<file path="src/rtl/sram_port_arbiter.sv">
// sram_port_arbiter: shares one single-port 32-bit SRAM between port A (AHB bridge, never stalled) and port B (req/gnt).
// Port A (a_cs/a_wen/a_addr/a_wdata/a_rdata) always has priority and cannot be held off.
// Port B (b_req/b_we/b_addr/b_wdata -> b_gnt/b_rvalid/b_rdata/b_starve) uses the idle SRAM cycles.
// init_req/init_busy control the zero-fill; a_drop_err flags port A accesses lost during the fill.
// ram_cs/ram_wen/ram_addr/ram_wdata/ram_rdata connect to the SRAM macro (1-cycle read latency).
module sram_port_arbiter #(
  parameter int AW         = 9,
  parameter bit INIT_EN    = 1'b1,
  parameter int SW         = 8,
  parameter int STARVE_MAX = 200
) (
  input  logic          HCLK,
  input  logic          HRESETn,
  input  logic          a_cs,
  input  logic [3:0]    a_wen,
  input  logic [AW-1:0] a_addr,
  input  logic [31:0]   a_wdata,
  output logic [31:0]   a_rdata,
  input  logic          b_req,
  input  logic [3:0]    b_we,
  input  logic [AW-1:0] b_addr,
  input  logic [31:0]   b_wdata,
  output logic          b_gnt,
  output logic          b_rvalid,
  output logic [31:0]   b_rdata,
  output logic          b_starve,
  input  logic          init_req,
  output logic          init_busy,
  output logic          a_drop_err,
  output logic          ram_cs,
  output logic [3:0]    ram_wen,
  output logic [AW-1:0] ram_addr,
  output logic [31:0]   ram_wdata,
  input  logic [31:0]   ram_rdata
);
  typedef enum logic {INIT, RUN} state_t;
  state_t state_q, state_d;
  logic [AW-1:0] init_cnt;
  logic [SW-1:0] starve_cnt;
  logic run;
  assign run       = state_q == RUN;
  assign init_busy = ~run;
  assign a_rdata   = ram_rdata;
  assign b_rdata   = ram_rdata;
  assign b_starve  = starve_cnt >= SW'(STARVE_MAX);
  always_comb begin
    state_d   = run ? (init_req ? INIT : RUN) : (&init_cnt ? RUN : INIT);
    b_gnt     = run & ~a_cs & b_req;
    ram_cs    = run ? (a_cs | b_req) : 1'b1;
    ram_wen   = run ? (a_cs ? a_wen : b_we) : 4'hF;
    ram_addr  = run ? (a_cs ? a_addr : b_addr) : init_cnt;
    ram_wdata = run ? (a_cs ? a_wdata : b_wdata) : 32'h0;
  end
  always_ff @(posedge HCLK or negedge HRESETn) begin
    if (!HRESETn) begin
      state_q    <= INIT_EN ? INIT : RUN;
      init_cnt   <= '0;
      b_rvalid   <= 1'b0;
      starve_cnt <= '0;
      a_drop_err <= 1'b0;
    end else begin
      state_q    <= state_d;
      init_cnt   <= run ? '0 : init_cnt + 1'b1;
      b_rvalid   <= b_gnt & ~|b_we;
      starve_cnt <= (!run || !b_req || b_gnt) ? '0 : (&starve_cnt ? starve_cnt : starve_cnt + 1'b1);
      a_drop_err <= a_drop_err | (~run & a_cs);
    end
  end
endmodule

</file>
<file path="config.mk">
export PLATFORM = sky130hd
export DESIGN_NAME = sram_port_arbiter
export DESIGN_NICKNAME = d
export VERILOG_FILES = /design/src/rtl/sram_port_arbiter.sv
export SDC_FILE = /design/constraint.sdc
export NUM_CORES = 1
export LEC_CHECK = 0
export BUFFER_PORTS_ARGS = -buffer_cell sky130_fd_sc_hd__buf_2
export CORE_AREA = 5 5 91 93
export DETAILED_ROUTE_END_ITERATION = 10
export DIE_AREA = 0 0 96 98
export GPL_TIMING_DRIVEN = 0
export PLACE_DENSITY = 0.75
export SLEW_MARGIN = 20
export SYNTH_ARGS = -nofsm -noshare
export SYNTH_HDL_FRONTEND = slang
export SYNTH_SLANG_ARGS = --single-unit
</file>
<file path="constraint.sdc">
create_clock -name HCLK -period 1.65 [get_ports HCLK]
set_clock_uncertainty 0.1 [all_clocks]
set_input_delay 0.0825 -clock HCLK [delete_from_list [all_inputs] [get_ports HCLK]]
set_output_delay 0.0825 -clock HCLK [all_outputs]
set_load 0.03 [all_outputs]
</file>
# [Word-level counts from Yosys, hierarchy flattened]
# Index checks and enable logic that the tools add are counted.
[totals] register_bits=20 output_inout_bits=115 input_bits=127
[classes] mux=13 magnitude_cmp=1 eq_ne=1 reduce_logical=8 n_bitwise=8 add_sub_neg=2
[op_table] op="$mux 32" count=2
[op_table] op="$mux 9" count=3
[op_table] op="$mux 8" count=2
[op_table] op="$add 9x1->9 const B" count=1
[op_table] op="$reduce_and 9->1" count=1
[op_table] op="$add 8x1->8 const B" count=1
[op_table] op="$ge 8x8->1 const B" count=1
[op_table] op="$mux 4" count=2
[op_table] op="$reduce_and 8->1" count=1
[op_table] op="$and 1x1->1" count=4
[op_table] op="$mux 1" count=4
[op_table] op="$reduce_or 4->1" count=1
[op_table] op="$logic_not 1->1" count=3
[op_table] op="$logic_or 1x1->1" count=2
[op_table] op="$ne 2x2->1 const B" count=1
[op_table] op="$not 1->1" count=2
[op_table] op="$or 1x1->1" count=2

# [Depth between registers and ports, before layout]
[depth] depth_word=5 ltp_mapped=6 mapped_depth_nobuf=6

# [Least setup slack after synthesis]
# OpenSTA, ideal clock, no wires.
[synth_timing] path_type="register to register" from="reg starve_cnt[0]" to="reg starve_cnt[3]" t_required_ps=1425 stages_incl_launch_ff=5 path_buffers=0 t_arrival_ps=1316 setup_ps=125 slack_ps=109 synth_period_minus_slack_ps=1541 cell_sequence="dfrtp_1 -> ha_1 -> nand4_1 -> o2111ai_1 -> mux2_2"
[synth_via] elab_chain_len=3 word_cells_on_any_way=5
[synth_rtl] element="from (decl)" line_no="39" text="logic [SW-1:0] starve_cnt;"
[synth_rtl] element="from (signal assigned)" line_no="65" text="starve_cnt <= (!run || !b_req || b_gnt) ? '0 : (&starve_cnt ? starve_cnt : starve_cnt + 1'b1);"
[synth_rtl] element="$add 8x1->8" line_no="65"
[synth_rtl] element="$mux 8 (2 in series)" line_no="65"
# Parallel ways exist; a longest one is shown, timed or not. The select of a mux whose other input is x is not followed.
# A chain may end at the register's enable or synchronous reset.

# [Worst setup path in the final report]
[layout_timing] from="reg state_q, in the netlist run" to="out ram_wdata[4]"
[layout_via] elab_chain_len=1
[layout_rtl] element="from (decl)" line_no="37" text="state_t state_q, state_d;"
[layout_rtl] element="from (signal assigned)" line_no="56" text="state_q <= INIT_EN ? INIT : RUN;"
[layout_rtl] element="from (signal assigned)" line_no="62" text="state_q <= state_d;"
[layout_rtl] element="$mux 32" line_no="52" text="ram_wdata = run ? (a_cs ? a_wdata : b_wdata) : 32'h0;"
[layout_rtl] element="to (decl)" line_no="33" text="output logic [31:0] ram_wdata,"
# Every way passes these cells.

==> flow_summary.yaml <==
run_status:
  run_status: "completed"
yosys:
  synth_flop_cell: "sky130_fd_sc_hd__dfrtp_1"
  netlist_area_um2: 2180
  synthCells: 273
  synth_nets: 404
  synth.yosys.warnings: 0
  synthesis.area_per_instance_um2: 7.98
  netlist_cell_types: 33
  total_of_flip_flops_plus_latches_after_synthesis: 20
  synth-edff-count: 0
  ys_async_sr_fraction_pct: 100
  yosysSeqAreaShare_pct: 23.0
global_routing:
  first_global_vias: 2476
  largest_net_degree_at_the_start_of_global_routing: 21
  grt_usage_pct: 16.2
  grt_overflow: 0
  grt_pass1_wl_um: 12200
  grt_antenna_before_repair: 2
worst_setup_path:
  worstSetupStartpointType: "flip-flop"
  critical_path.max_stage_delay_ns: 0.40
  critical_path.endpoint_type: "output port"
  path_cells: "inv_1 > buf_6 > clkbuf_4 > nor2_1 > buf_2"
  setup.worst_path.class: "flip-flop to output port"
  path_delay_family: "buffers and inverters"
  crit_buf_inv: 4
  crit_arrival_ns: 1.39
  critPathRequiredTime_ns: 1.47
  slowest_stage: "sky130_fd_sc_hd__dfrtp_1"
  cp_max_fo: 10
timing:
  worst-slew-pin-transition_ns: 0.468
  final.min_clock_period_ns: 1.57
  drv_slew: 0
  maxClockFrequency_mhz: 636
  rsz_0062_raised_after_global_routing: "false"
  final.period_utilization_pct: 95.3
  finalSetupViolations: 0
  slew_headroom_pct: 68.8
  final-hold-violation-count: 0
job:
  cap_violations: 0
die:
  io_pins: 242
  floorplan.rows: 32
  die-width_um: 96
  core_um2: 7450
  die_y_um: 98
  floorplan.die_area_um2: 9410
  initial_core_utilization_pct: 29.3
placement:
  place.gp.congestion: 0.862
  post-dp-hpwl_um: 7460
  io_buffers: 208
detailed_routing:
  detailed_router_s_first_iteration_violation_count: 76
  antenna_violating_nets_post_route: 0
  avgRoutedWirePerCell_um: 14.5
  drc_errors_left: 0
  vias_per_cell: 4.44
  total_via_count_after_detailed_routing: 2644
  routed_wirelength_um: 8630
  drt-pass1-iter-count: 4
clock_network:
  clk_path_buf_depth: 2
  clkLatencyLatePin_ns: 0.26
  cts_buffer_count: 3
  cts_tree: "yes"
  clk_transition_reported_paths_ns: 0.07
  cts_root_buffer: "sky130_fd_sc_hd__clkbuf_8"
  clock-sinks: 20
  cts-htree-levels: 1
power:
  power.density_nw_per_um2: 602
  finalPower_uw: 2140
  vdd_ir_drop_max_mv: 0.904
  leakage_uw: 0.00204
finish:
  utilization_pct: 47.7
  multi_input_comb_area_um2: 1120
  nNetsFinal: 625
  filler_cell_count: 766
  sequential_cell_area_um2: 503
  layout-drive-gt1-share_pct: 60.0
  area.growth.synth_to_final_pct: 63.2
worst_hold_path:
  holdCritPathClass: "primary input to async pin"
==> cell type report <==
type	count	share of cell area [%]
diodes	1	0.0704
plain buffers	77	16.1
clock buffers	4	1.55
inverters	6	0.634
multi-input cells	170	31.5
flip-flops and latches	20	14.1
well taps	102	3.59
repair buffers	216	32.5
==> stage by stage <==
stage	hold slack [ns]	std cells	cell area, um^2	TNS [ns]	setup WS (ns)
2_1_floorplan	-0.313	273	2180	0	0.109
3_5_place_dp	-0.0404	583	3350	-0.0311	-0.0311
3_3_place_gp	-0.0466	583	3350	-0.0306	-0.0306
6_report	0.200	596	3550	0	0.0776
4_1_cts	0.221	594	3480	0	0.00872
5_1_grt	0.244	596	3550	0	0.00144
==> placed cells by master (no fill, tap or decap), types with 3 or more instances in the layout <==
| master | n |
|---|---|
| sky130_fd_sc_hd__a21oi_1 | 14 |
| sky130_fd_sc_hd__buf_2 | 198 |
| sky130_fd_sc_hd__buf_4 | 77 |
| sky130_fd_sc_hd__clkbuf_4 | 7 |
| sky130_fd_sc_hd__clkbuf_8 | 4 |
| sky130_fd_sc_hd__dfrtp_1 | 18 |
| sky130_fd_sc_hd__dlygate4sd3_1 | 7 |
| sky130_fd_sc_hd__ha_1 | 3 |
| sky130_fd_sc_hd__inv_1 | 6 |
| sky130_fd_sc_hd__mux2i_1 | 45 |
| sky130_fd_sc_hd__nand2_1 | 11 |
| sky130_fd_sc_hd__nand3_1 | 8 |
| sky130_fd_sc_hd__nand4_1 | 3 |
| sky130_fd_sc_hd__nor2_1 | 47 |
| sky130_fd_sc_hd__nor3_1 | 3 |
| sky130_fd_sc_hd__o21ai_0 | 9 |
| sky130_fd_sc_hd__or3_1 | 5 |
==> state kept, by name (all words and copies together) (netlist names) <==
register	flops
run	1
starve_cnt	8
b_rvalid	1
init_cnt	9
a_drop_err	1
==> per-layer routing <==
layer  vias to the layer above  wire, um  GRT usage, %
met4                         2       105          3.39
met5                         -        12             0
met1                      1218      2870          15.6
li1                       1309         -             -
met3                        10       800          4.70
met2                       105      4840          32.5
==> cells in the mapped netlist, types with 2 or more instances <==
library cell | number | area share, %
sky130_fd_sc_hd__a21oi_1 | 14 | 3.2
sky130_fd_sc_hd__a31oi_1 | 2 | 0.57
sky130_fd_sc_hd__and4_1 | 2 | 0.80
sky130_fd_sc_hd__buf_1 | 2 | 0.34
sky130_fd_sc_hd__buf_2 | 6 | 1.4
sky130_fd_sc_hd__buf_4 | 65 | 22
sky130_fd_sc_hd__clkbuf_1 | 3 | 0.52
sky130_fd_sc_hd__dfrtp_1 | 20 | 23
sky130_fd_sc_hd__ha_1 | 4 | 2.3
sky130_fd_sc_hd__inv_1 | 6 | 1.0
sky130_fd_sc_hd__mux2i_1 | 45 | 21
sky130_fd_sc_hd__nand2_1 | 11 | 1.9
sky130_fd_sc_hd__nand3_1 | 8 | 1.8
sky130_fd_sc_hd__nand3_2 | 2 | 0.92
sky130_fd_sc_hd__nand4_1 | 3 | 0.86
sky130_fd_sc_hd__nor2_1 | 47 | 8.1
sky130_fd_sc_hd__nor2b_1 | 2 | 0.57
sky130_fd_sc_hd__nor3_1 | 3 | 0.69
sky130_fd_sc_hd__o21ai_0 | 9 | 2.1
sky130_fd_sc_hd__or3_1 | 5 | 1.4
sky130_fd_sc_hd__xor2_1 | 2 | 0.80
==> worst paths after layout <==
check / start / end / slack [ns] / cells after the start
setup / recovery: run / ram_wdata[4] / 0.08 / 5
hold / removal: HRESETn / init_cnt[4] / 0.20 / 2
setup reg to reg: starve_cnt[1] / starve_cnt[3] / 0.11 / 4
hold reg to reg: a_drop_err / a_drop_err / 0.35 / 1
max in group asynchronous: HRESETn / starve_cnt[1] / 0.90 / 2
min in group HCLK: a_cs / starve_cnt[0] / 0.24 / 3
==> report_power, final <==
| group | switching, uW | internal, uW | leakage, uW | total, uW |
|---|---|---|---|---|
| Clock | 167 | 213 | 0.0000288 | 380 |
| Combinational | 631 | 453 | 0.00176 | 1080 |
| Sequential | 105 | 571 | 0.000258 | 676 |
| Total | 903 | 1240 | 0.00204 | 2140 |
==> logic make-up (layout without fill, tap and decap cells) <==
family / after synthesis / after routing / synth area share, %
and+or+nand+nor: 87 / 87 / 18.4
xor gates and xnor gates: 3 / 3 / 1.21
AOI/OAI and AO/OA: 30 / 30 / 7.75
muxes: 46 / 46 / 21.2
other: 0 / 1 / 0
buffers and inverters: 83 / 303 / 26.2
DFF: 20 / 20 / 23.0
adders and majority gates: 4 / 4 / 2.30
==> repair_timing <==
action	CTS	global route
hold buffers	7	0
setup buffers	0	1
hold endpoints to repair	22	0
setup endpoints to repair	29	35
gates resized for setup	8	34
No activity file was read; power rests on OpenSTA's default activity.
